<file path="src/rtl/bus_arbiter_pkg.sv">
// Shared definitions for the two-master bus arbiter.
// This package holds the state encoding, byte-lane indices and timeout defaults.
package bus_arbiter_pkg;

    typedef enum logic [1:0] {
        ARB_IDLE = 2'd0,
        ARB_OWN0 = 2'd1,
        ARB_OWN1 = 2'd2
    } arb_state_e;

    localparam int BE_H32 = 3;
    localparam int BE_H24 = 2;
    localparam int BE_L16 = 1;
    localparam int BE_L8  = 0;

    localparam int unsigned TIMEOUT_CYC_DEF = 64;
    localparam int unsigned CNT_W_DEF       = 7;

    // A master is requesting when either active-low strobe is asserted.
    function automatic logic is_req(input logic rd_n, input logic wr_n);
        return ~rd_n | ~wr_n;
    endfunction

endpackage

</file>
<file path="src/rtl/bus_arbiter_if.sv">
// Bundle of master-side and matrix-side signals around the bus arbiter.
// The arbiter uses the slave modport; the environment uses the master modport.
interface bus_arbiter_if;

    logic [31:0] m0_addr;
    logic [31:0] m0_data_o;
    logic [31:0] m0_data_i;
    logic        m0_rd_n;
    logic        m0_wr_n;
    logic [3:0]  m0_be;
    logic        m0_rdy;
    logic        m0_acc_fault;

    logic [31:0] m1_addr;
    logic [31:0] m1_data_o;
    logic [31:0] m1_data_i;
    logic        m1_rd_n;
    logic        m1_wr_n;
    logic [3:0]  m1_be;
    logic        m1_rdy;
    logic        m1_acc_fault;

    logic [31:0] bus_addr;
    logic [31:0] bus_data_o;
    logic [31:0] bus_data_i;
    logic        bus_rd_n;
    logic        bus_wr_n;
    logic [3:0]  bus_be;
    logic        bus_rdy;
    logic        bus_acc_fault;

    logic [1:0]  gnt;

    modport slave (
        input  m0_addr, m0_data_o, m0_rd_n, m0_wr_n, m0_be,
        output m0_data_i, m0_rdy, m0_acc_fault,
        input  m1_addr, m1_data_o, m1_rd_n, m1_wr_n, m1_be,
        output m1_data_i, m1_rdy, m1_acc_fault,
        output bus_addr, bus_data_o, bus_rd_n, bus_wr_n, bus_be,
        input  bus_data_i, bus_rdy, bus_acc_fault,
        output gnt
    );

    modport master (
        output m0_addr, m0_data_o, m0_rd_n, m0_wr_n, m0_be,
        input  m0_data_i, m0_rdy, m0_acc_fault,
        output m1_addr, m1_data_o, m1_rd_n, m1_wr_n, m1_be,
        input  m1_data_i, m1_rdy, m1_acc_fault,
        input  bus_addr, bus_data_o, bus_rd_n, bus_wr_n, bus_be,
        output bus_data_i, bus_rdy, bus_acc_fault,
        input  gnt
    );

endinterface

</file>
<file path="src/rtl/bus_arb_timer.sv">
// Bounded-wait counter for a granted transfer: cleared while idle, counts stalled cycles.
// o_expire is high once the count reaches TIMEOUT_CYC-1.
module bus_arb_timer
    import bus_arbiter_pkg::*;
#(
    parameter int unsigned TIMEOUT_CYC = TIMEOUT_CYC_DEF,
    parameter int unsigned CNT_W       = CNT_W_DEF
) (
    input  logic clk,
    input  logic rst_n,
    input  logic i_clr,
    input  logic i_en,
    output logic o_expire
);

    localparam logic [CNT_W-1:0] LIMIT = CNT_W'(TIMEOUT_CYC - 1);

    logic [CNT_W-1:0] r_cnt;

    assign o_expire = (r_cnt == LIMIT);

    // Saturate at the limit; the arbiter leaves the owning state on expiry anyway.
    always_ff @(posedge clk or negedge rst_n) begin
        if (!rst_n) begin
            r_cnt <= '0;
        end else if (i_clr) begin
            r_cnt <= '0;
        end else if (i_en && !o_expire) begin
            r_cnt <= r_cnt + 1'b1;
        end
    end

endmodule

</file>
<file path="src/rtl/bus_arbiter.sv">
// Round-robin arbiter granting one of two masters access to the matrix CPU-side port.
// Define BUS_ARB_TIMEOUT_EN to abort stalled transfers with acc_fault after TIMEOUT_CYC cycles.
module bus_arbiter
    import bus_arbiter_pkg::*;
#(
    parameter int unsigned TIMEOUT_CYC = TIMEOUT_CYC_DEF,
    parameter int unsigned CNT_W       = CNT_W_DEF
) (
    input logic          clk,
    input logic          rst_n,
    bus_arbiter_if.slave bus_if
);

    if (TIMEOUT_CYC < 2 || (64'd1 << CNT_W) <= 64'(TIMEOUT_CYC)) begin : g_param_err
        $error("bus_arbiter: TIMEOUT_CYC must be >= 2 and < 2**CNT_W");
    end

    arb_state_e r_state;
    arb_state_e w_state_d;
    logic       r_last_gnt;
    logic       w_last_gnt_d;

    logic        w_m0_req;
    logic        w_m1_req;
    logic        w_owning;
    logic        w_own_sel;
    logic        w_own_req;
    logic        w_expire;
    logic        w_done_rdy;
    logic        w_done_flt;

    logic [31:0] w_sel_addr;
    logic [31:0] w_sel_data;
    logic        w_sel_rd_n;
    logic        w_sel_wr_n;
    logic [3:0]  w_sel_be;

    assign w_m0_req  = is_req(bus_if.m0_rd_n, bus_if.m0_wr_n);
    assign w_m1_req  = is_req(bus_if.m1_rd_n, bus_if.m1_wr_n);
    assign w_owning  = (r_state == ARB_OWN0) || (r_state == ARB_OWN1);
    assign w_own_sel = (r_state == ARB_OWN1);
    assign w_own_req = w_own_sel ? w_m1_req : w_m0_req;

    assign w_sel_addr = w_own_sel ? bus_if.m1_addr   : bus_if.m0_addr;
    assign w_sel_data = w_own_sel ? bus_if.m1_data_o : bus_if.m0_data_o;
    assign w_sel_rd_n = w_own_sel ? bus_if.m1_rd_n   : bus_if.m0_rd_n;
    assign w_sel_wr_n = w_own_sel ? bus_if.m1_wr_n   : bus_if.m0_wr_n;
    assign w_sel_be   = w_own_sel ? bus_if.m1_be     : bus_if.m0_be;

`ifdef BUS_ARB_TIMEOUT_EN
    bus_arb_timer #(
        .TIMEOUT_CYC (TIMEOUT_CYC),
        .CNT_W       (CNT_W)
    ) u_timer (
        .clk      (clk),
        .rst_n    (rst_n),
        .i_clr    (!w_owning),
        .i_en     (w_owning && !bus_if.bus_rdy),
        .o_expire (w_expire)
    );
`else
    assign w_expire = 1'b0;
`endif

    // last_gnt resets to 1 so master 0 wins the first tie.
    always_ff @(posedge clk or negedge rst_n) begin
        if (!rst_n) begin
            r_state    <= ARB_IDLE;
            r_last_gnt <= 1'b1;
        end else begin
            r_state    <= w_state_d;
            r_last_gnt <= w_last_gnt_d;
        end
    end

    always_comb begin
        w_state_d    = r_state;
        w_last_gnt_d = r_last_gnt;
        w_done_rdy   = 1'b0;
        w_done_flt   = 1'b0;
        unique case (r_state)
            ARB_IDLE: begin
                if (w_m0_req && w_m1_req) begin
                    w_state_d = r_last_gnt ? ARB_OWN0 : ARB_OWN1;
                end else if (w_m0_req) begin
                    w_state_d = ARB_OWN0;
                end else if (w_m1_req) begin
                    w_state_d = ARB_OWN1;
                end
            end
            ARB_OWN0, ARB_OWN1: begin
                // Priority: abort, matrix fault, completion, then timeout.
                if (!w_own_req) begin
                    w_state_d    = ARB_IDLE;
                    w_last_gnt_d = w_own_sel;
                end else if (bus_if.bus_acc_fault || (w_expire && !bus_if.bus_rdy)) begin
                    w_done_flt   = 1'b1;
                    w_state_d    = ARB_IDLE;
                    w_last_gnt_d = w_own_sel;
                end else if (bus_if.bus_rdy) begin
                    w_done_rdy   = 1'b1;
                    w_state_d    = ARB_IDLE;
                    w_last_gnt_d = w_own_sel;
                end
            end
            default: begin
                w_state_d = ARB_IDLE;
            end
        endcase
    end

    always_comb begin
        bus_if.bus_addr     = '0;
        bus_if.bus_data_o   = '0;
        bus_if.bus_rd_n     = 1'b1;
        bus_if.bus_wr_n     = 1'b1;
        bus_if.bus_be       = '0;
        bus_if.m0_data_i    = '0;
        bus_if.m0_rdy       = 1'b0;
        bus_if.m0_acc_fault = 1'b0;
        bus_if.m1_data_i    = '0;
        bus_if.m1_rdy       = 1'b0;
        bus_if.m1_acc_fault = 1'b0;
        bus_if.gnt          = 2'b00;
        if (w_owning) begin
            bus_if.bus_addr       = w_sel_addr;
            bus_if.bus_data_o     = w_sel_data;
            bus_if.bus_rd_n       = w_sel_rd_n;
            // Both strobes low is a read, so the write strobe is masked.
            bus_if.bus_wr_n       = w_sel_wr_n | ~w_sel_rd_n;
            bus_if.bus_be[BE_H32] = w_sel_be[BE_H32];
            bus_if.bus_be[BE_H24] = w_sel_be[BE_H24];
            bus_if.bus_be[BE_L16] = w_sel_be[BE_L16];
            bus_if.bus_be[BE_L8]  = w_sel_be[BE_L8];
        end
        unique case (r_state)
            ARB_OWN0: begin
                bus_if.m0_data_i    = bus_if.bus_data_i;
                bus_if.m0_rdy       = w_done_rdy;
                bus_if.m0_acc_fault = w_done_flt;
                bus_if.gnt          = 2'b01;
            end
            ARB_OWN1: begin
                bus_if.m1_data_i    = bus_if.bus_data_i;
                bus_if.m1_rdy       = w_done_rdy;
                bus_if.m1_acc_fault = w_done_flt;
                bus_if.gnt          = 2'b10;
            end
            default: begin
            end
        endcase
    end

endmodule

</file>
<file path="src/flat_wrapper.sv">
// flat-port wrapper written by rule: the top's interface ports become plain ports
module bus_arbiter_flat import bus_arbiter_pkg::*;
#(
    parameter int unsigned TIMEOUT_CYC = TIMEOUT_CYC_DEF,
    parameter int unsigned CNT_W       = CNT_W_DEF
)
  (clk, rst_n, bus_if_m0_addr, bus_if_m0_data_o, bus_if_m0_rd_n, bus_if_m0_wr_n, bus_if_m0_be, bus_if_m0_data_i, bus_if_m0_rdy, bus_if_m0_acc_fault, bus_if_m1_addr, bus_if_m1_data_o, bus_if_m1_rd_n, bus_if_m1_wr_n, bus_if_m1_be, bus_if_m1_data_i, bus_if_m1_rdy, bus_if_m1_acc_fault, bus_if_bus_addr, bus_if_bus_data_o, bus_if_bus_rd_n, bus_if_bus_wr_n, bus_if_bus_be, bus_if_bus_data_i, bus_if_bus_rdy, bus_if_bus_acc_fault, bus_if_gnt);
  bus_arbiter_if bus_if_i ();
  input logic clk;
  input logic rst_n;
  input wire logic [$bits(bus_if_i.m0_addr)-1:0] bus_if_m0_addr;
  input wire logic [$bits(bus_if_i.m0_data_o)-1:0] bus_if_m0_data_o;
  input wire logic [$bits(bus_if_i.m0_rd_n)-1:0] bus_if_m0_rd_n;
  input wire logic [$bits(bus_if_i.m0_wr_n)-1:0] bus_if_m0_wr_n;
  input wire logic [$bits(bus_if_i.m0_be)-1:0] bus_if_m0_be;
  output wire logic [$bits(bus_if_i.m0_data_i)-1:0] bus_if_m0_data_i;
  output wire logic [$bits(bus_if_i.m0_rdy)-1:0] bus_if_m0_rdy;
  output wire logic [$bits(bus_if_i.m0_acc_fault)-1:0] bus_if_m0_acc_fault;
  input wire logic [$bits(bus_if_i.m1_addr)-1:0] bus_if_m1_addr;
  input wire logic [$bits(bus_if_i.m1_data_o)-1:0] bus_if_m1_data_o;
  input wire logic [$bits(bus_if_i.m1_rd_n)-1:0] bus_if_m1_rd_n;
  input wire logic [$bits(bus_if_i.m1_wr_n)-1:0] bus_if_m1_wr_n;
  input wire logic [$bits(bus_if_i.m1_be)-1:0] bus_if_m1_be;
  output wire logic [$bits(bus_if_i.m1_data_i)-1:0] bus_if_m1_data_i;
  output wire logic [$bits(bus_if_i.m1_rdy)-1:0] bus_if_m1_rdy;
  output wire logic [$bits(bus_if_i.m1_acc_fault)-1:0] bus_if_m1_acc_fault;
  output wire logic [$bits(bus_if_i.bus_addr)-1:0] bus_if_bus_addr;
  output wire logic [$bits(bus_if_i.bus_data_o)-1:0] bus_if_bus_data_o;
  output wire logic [$bits(bus_if_i.bus_rd_n)-1:0] bus_if_bus_rd_n;
  output wire logic [$bits(bus_if_i.bus_wr_n)-1:0] bus_if_bus_wr_n;
  output wire logic [$bits(bus_if_i.bus_be)-1:0] bus_if_bus_be;
  input wire logic [$bits(bus_if_i.bus_data_i)-1:0] bus_if_bus_data_i;
  input wire logic [$bits(bus_if_i.bus_rdy)-1:0] bus_if_bus_rdy;
  input wire logic [$bits(bus_if_i.bus_acc_fault)-1:0] bus_if_bus_acc_fault;
  output wire logic [$bits(bus_if_i.gnt)-1:0] bus_if_gnt;
  assign bus_if_i.m0_addr = bus_if_m0_addr;
  assign bus_if_i.m0_data_o = bus_if_m0_data_o;
  assign bus_if_i.m0_rd_n = bus_if_m0_rd_n;
  assign bus_if_i.m0_wr_n = bus_if_m0_wr_n;
  assign bus_if_i.m0_be = bus_if_m0_be;
  assign bus_if_m0_data_i = bus_if_i.m0_data_i;
  assign bus_if_m0_rdy = bus_if_i.m0_rdy;
  assign bus_if_m0_acc_fault = bus_if_i.m0_acc_fault;
  assign bus_if_i.m1_addr = bus_if_m1_addr;
  assign bus_if_i.m1_data_o = bus_if_m1_data_o;
  assign bus_if_i.m1_rd_n = bus_if_m1_rd_n;
  assign bus_if_i.m1_wr_n = bus_if_m1_wr_n;
  assign bus_if_i.m1_be = bus_if_m1_be;
  assign bus_if_m1_data_i = bus_if_i.m1_data_i;
  assign bus_if_m1_rdy = bus_if_i.m1_rdy;
  assign bus_if_m1_acc_fault = bus_if_i.m1_acc_fault;
  assign bus_if_bus_addr = bus_if_i.bus_addr;
  assign bus_if_bus_data_o = bus_if_i.bus_data_o;
  assign bus_if_bus_rd_n = bus_if_i.bus_rd_n;
  assign bus_if_bus_wr_n = bus_if_i.bus_wr_n;
  assign bus_if_bus_be = bus_if_i.bus_be;
  assign bus_if_i.bus_data_i = bus_if_bus_data_i;
  assign bus_if_i.bus_rdy = bus_if_bus_rdy;
  assign bus_if_i.bus_acc_fault = bus_if_bus_acc_fault;
  assign bus_if_gnt = bus_if_i.gnt;
  bus_arbiter #(.TIMEOUT_CYC(TIMEOUT_CYC), .CNT_W(CNT_W)) u_core (.clk(clk), .rst_n(rst_n), .bus_if(bus_if_i));
endmodule
</file>
<file path="config.mk">
export PLATFORM = sky130hd
export DESIGN_NAME = bus_arbiter_flat
export DESIGN_NICKNAME = d
export VERILOG_FILES = /design/src/rtl/bus_arbiter_pkg.sv /design/src/rtl/bus_arbiter_if.sv /design/src/rtl/bus_arb_timer.sv /design/src/rtl/bus_arbiter.sv /design/src/flat_wrapper.sv
export SDC_FILE = /design/constraint.sdc
export NUM_CORES = 1
export LEC_CHECK = 0
export BUFFER_PORTS_ARGS = -buffer_cell sky130_fd_sc_hd__buf_2
export CORE_AREA = 2 2 122 124
export CTS_CLUSTER_DIAMETER = 50
export CTS_CLUSTER_SIZE = 8
export DETAILED_ROUTE_END_ITERATION = 12
export DIE_AREA = 0 0 124 126
export PLACE_DENSITY = 0.44
export SYNTH_ARGS = -nofsm -noshare
export SYNTH_HDL_FRONTEND = slang
export SYNTH_HIERARCHICAL = 1
export SYNTH_SLANG_ARGS = --single-unit
export TNS_END_PERCENT = 50
</file>
<file path="constraint.sdc">
create_clock -name clk -period 1.7 [get_ports clk]
set_input_delay 0.17 -clock clk [delete_from_list [all_inputs] [get_ports clk]]
set_output_delay 0.17 -clock clk [all_outputs]
set_load 0.005 [all_outputs]
</file>
==> results.cfg <==
[timing]
fin_skew_ps = 2.03
rsz0062_at_grt = yes
setup_ws_ps = -142
final_max_slew_viol_count = 0
max_freq_mhz = 543
finalCritPeriodShare_pct = 108
slew_headroom_pct = 83.1
tightest_slew_ps = 252
final.min_clock_period_ps = 1840
final-hold-violation-count = 0
setup_viol = 74

[place]
dpl_worst_slack_ps = -23.3
gp_congestion = 0.713
portBuffers = 315
dpl.hpwl_um = 7780

[global_route]
grt_start_max_net_pins = 27
grt_pass1_wl_um = 14300
track_usage_pct = 11.7
overflow = 0
grt_pass1_vias = 2756
antenna_found_initial = 1

[worst_setup_path]
crit_type = reg2out
cp-start-kind = flip-flop
cpPeakStageDelay_ps = 380
cp.required_ps = 1530
cp-end-kind = output port
cp_slowest_cell = dfrtp_1
r2r_setup_slack_ps = 40
crit_chain = inv_2 > ha_4 > buf_12 > buf_16 > mux2i_2 > nor2_1 > buf_2
cp.arrival_ps = 1670
crit_fanout = 6

[detailed_routing]
routed_wl_um = 10400
dr_wl_met2_um = 5440
met1_length_um = 3920
drt_iter0_drc = 57
vias = 3002
ant_nets = 0
drt_pass1_iterations = 4
wire_per_inst_um = 13.4
wl_met3_um = 1030
routed.top_layer = met3
drc_errors = 0
viasPerCell = 3.86

[hold_path]
hold_class = in2async

[clocking]
cts.htree.levels = 1
cts_max_path_buffers = 2
cts_root_buf = clkbuf_16
cts-buffers-inserted = 3
clk_latency_ps = 230
cts_tree = built
path_clk_slew_ps = 30
cts.sinks = 3

[synthesis]
synth_cells = 262
syn_area_mm2 = 0.00183
synth_nets = 443
ys_types = 27
ys_seq_area_share_pct = 4.17
synth.yosys.warnings = 6
avgSynthCellArea_um2 = 6.99
synth-seq-cells = 3

[job]
drv_cap = 0

[floorplan]
initial_core_util_pct = 12.8
io_pins = 316
dieArea_mm2 = 0.0156
fp.dieW_um = 124
fp.coreArea_mm2 = 0.0143
die_height_um = 126
std_cell_rows = 44

[layout]
post-route-util_pct = 30.7
synthToLayoutAreaGrowth_pct = 140
mostFrequentLayoutCells = 313 x buf_2, 64 x and2_1, 55 x mux2i_1, 51 x nor2_1, 18 x nor2_2
finalNetCount = 775
drive_gt1_share_pct = 67.5
layout_commonest_cell = buf_2

[power_and_ir_drop]
p_leak_uw = 0.00250
vdd_drop_max_mv = 0.680
p_per_area_mw_per_mm2 = 1770

[outcome]
violations = setup timing
status = complete, but fails checks
[area by class of cell]
| class | instances | area [µm²] |
|---|---|---|
| inverter | 4 | 27.5 |
| multi-input combinational | 233 | 1850 |
| clock buffer | 4 | 78.8 |
| antenna | 1 | 2.50 |
| fill | 1576 | 9920 |
| tap | 184 | 230 |
| timing repair buffer | 349 | 2130 |
| sequential | 3 | 77.6 |
[sequential cells by signal, summed over array words and instances (netlist names)]
register and flops:
u_core/r_state 2, u_core/r_last_gnt 1
[layer usage]
metal	vias to the layer above	GRT usage [%]
met5	-	0
met4	0	0.330
met3	0	2.85
met2	165	23.0
met1	1291	13.1
li1	1546	-
[worst max-delay path, delay by kind of cell, from the launching register on]
| kind | cells | cell delay, ps |
|---|---|---|
| fa+ha+maj | 1 | 200 |
| buf+inv | 4 | 530 |
| flops | 1 | 380 |
| mux | 1 | 250 |
| simple gates | 1 | 70 |
[worst paths after layout]
path | from | to | cells past startpoint
max | u_core/r_state[0] | bus_if_bus_data_o[31] | 7
min | rst_n | u_core/r_state[0] | 2
max reg2reg | u_core/r_state[0] | u_core/r_last_gnt | 7
min reg2reg | u_core/r_last_gnt | u_core/r_last_gnt | 1
max in group asynchronous | rst_n | u_core/r_last_gnt | 2
min in group clk | bus_if_m0_wr_n | u_core/r_state[1] | 3
[stage by stage]
| stage | total power (µW) | cells | area, µm² | hold WS [ps] | TNS, ps |
|---|---|---|---|---|---|
| finish | 7760 | 778 | 4400 | 297 | -4940 |
| floorplan | 2940 | 262 | 1830 | -126 | 0 |
| CTS | 7210 | 772 | 4170 | 295 | -4000 |
| global placement | 5410 | 755 | 3730 | -22.4 | -38.5 |
| global route | 8440 | 777 | 4390 | 325 | -10880 |
| detailed placement | 5350 | 755 | 3730 | -24.5 | -23.3 |
[cell families after synthesis]
family | synth area share, %
flops | 4.17
mux | 38.5
compound gates | 3.28
simple gates | 43.5
buf+inv | 7.10
fa+ha+maj | 3.42
[Yosys cell counts]
| master | number | area, µm² |
|---|---|---|
| ha_1 | 5 | 62.6 |
| and3b_1 | 1 | 8.76 |
| nand4_1 | 3 | 18.8 |
| a31oi_2 | 1 | 12.5 |
| buf_4 | 7 | 52.6 |
| nand3_1 | 1 | 5.00 |
| and2_1 | 65 | 407 |
| and4b_1 | 2 | 20.0 |
| inv_2 | 1 | 3.75 |
| and3_1 | 3 | 18.8 |
| inv_1 | 3 | 11.3 |
| nor3b_1 | 3 | 22.5 |
| dfrtp_1 | 2 | 50.1 |
| a21o_1 | 1 | 7.51 |
| dfstp_2 | 1 | 26.3 |
| clkbuf_1 | 10 | 37.5 |
| nand3b_4 | 1 | 20.0 |
| mux2_4 | 1 | 15.0 |
| o21ai_0 | 2 | 10.0 |
| nand3_2 | 1 | 10.0 |
| buf_2 | 5 | 25.0 |
| mux2i_1 | 69 | 691 |
| nand2_1 | 2 | 7.51 |
| o211ai_2 | 1 | 12.5 |
| nor2_1 | 69 | 259 |
| o211ai_1 | 1 | 7.51 |
| a41o_1 | 1 | 10.0 |
[report_power, final]
| group | internal, µW | switching, µW |
|---|---|---|
| logic | 4000 | 3230 |
| clock network | 310 | 69.3 |
| registers | 115 | 43.3 |
[timing repair]
item                       in CTS  in global routing
gates cloned                    6                  3
setup endpoints to repair     107                109
hold buffers                    1                  0
gates resized for setup        36                 34
pin swaps                      11                  1
hold endpoints to repair        3                  0
buffers inserted                6                  3
(Power assumes the default switching activity.)
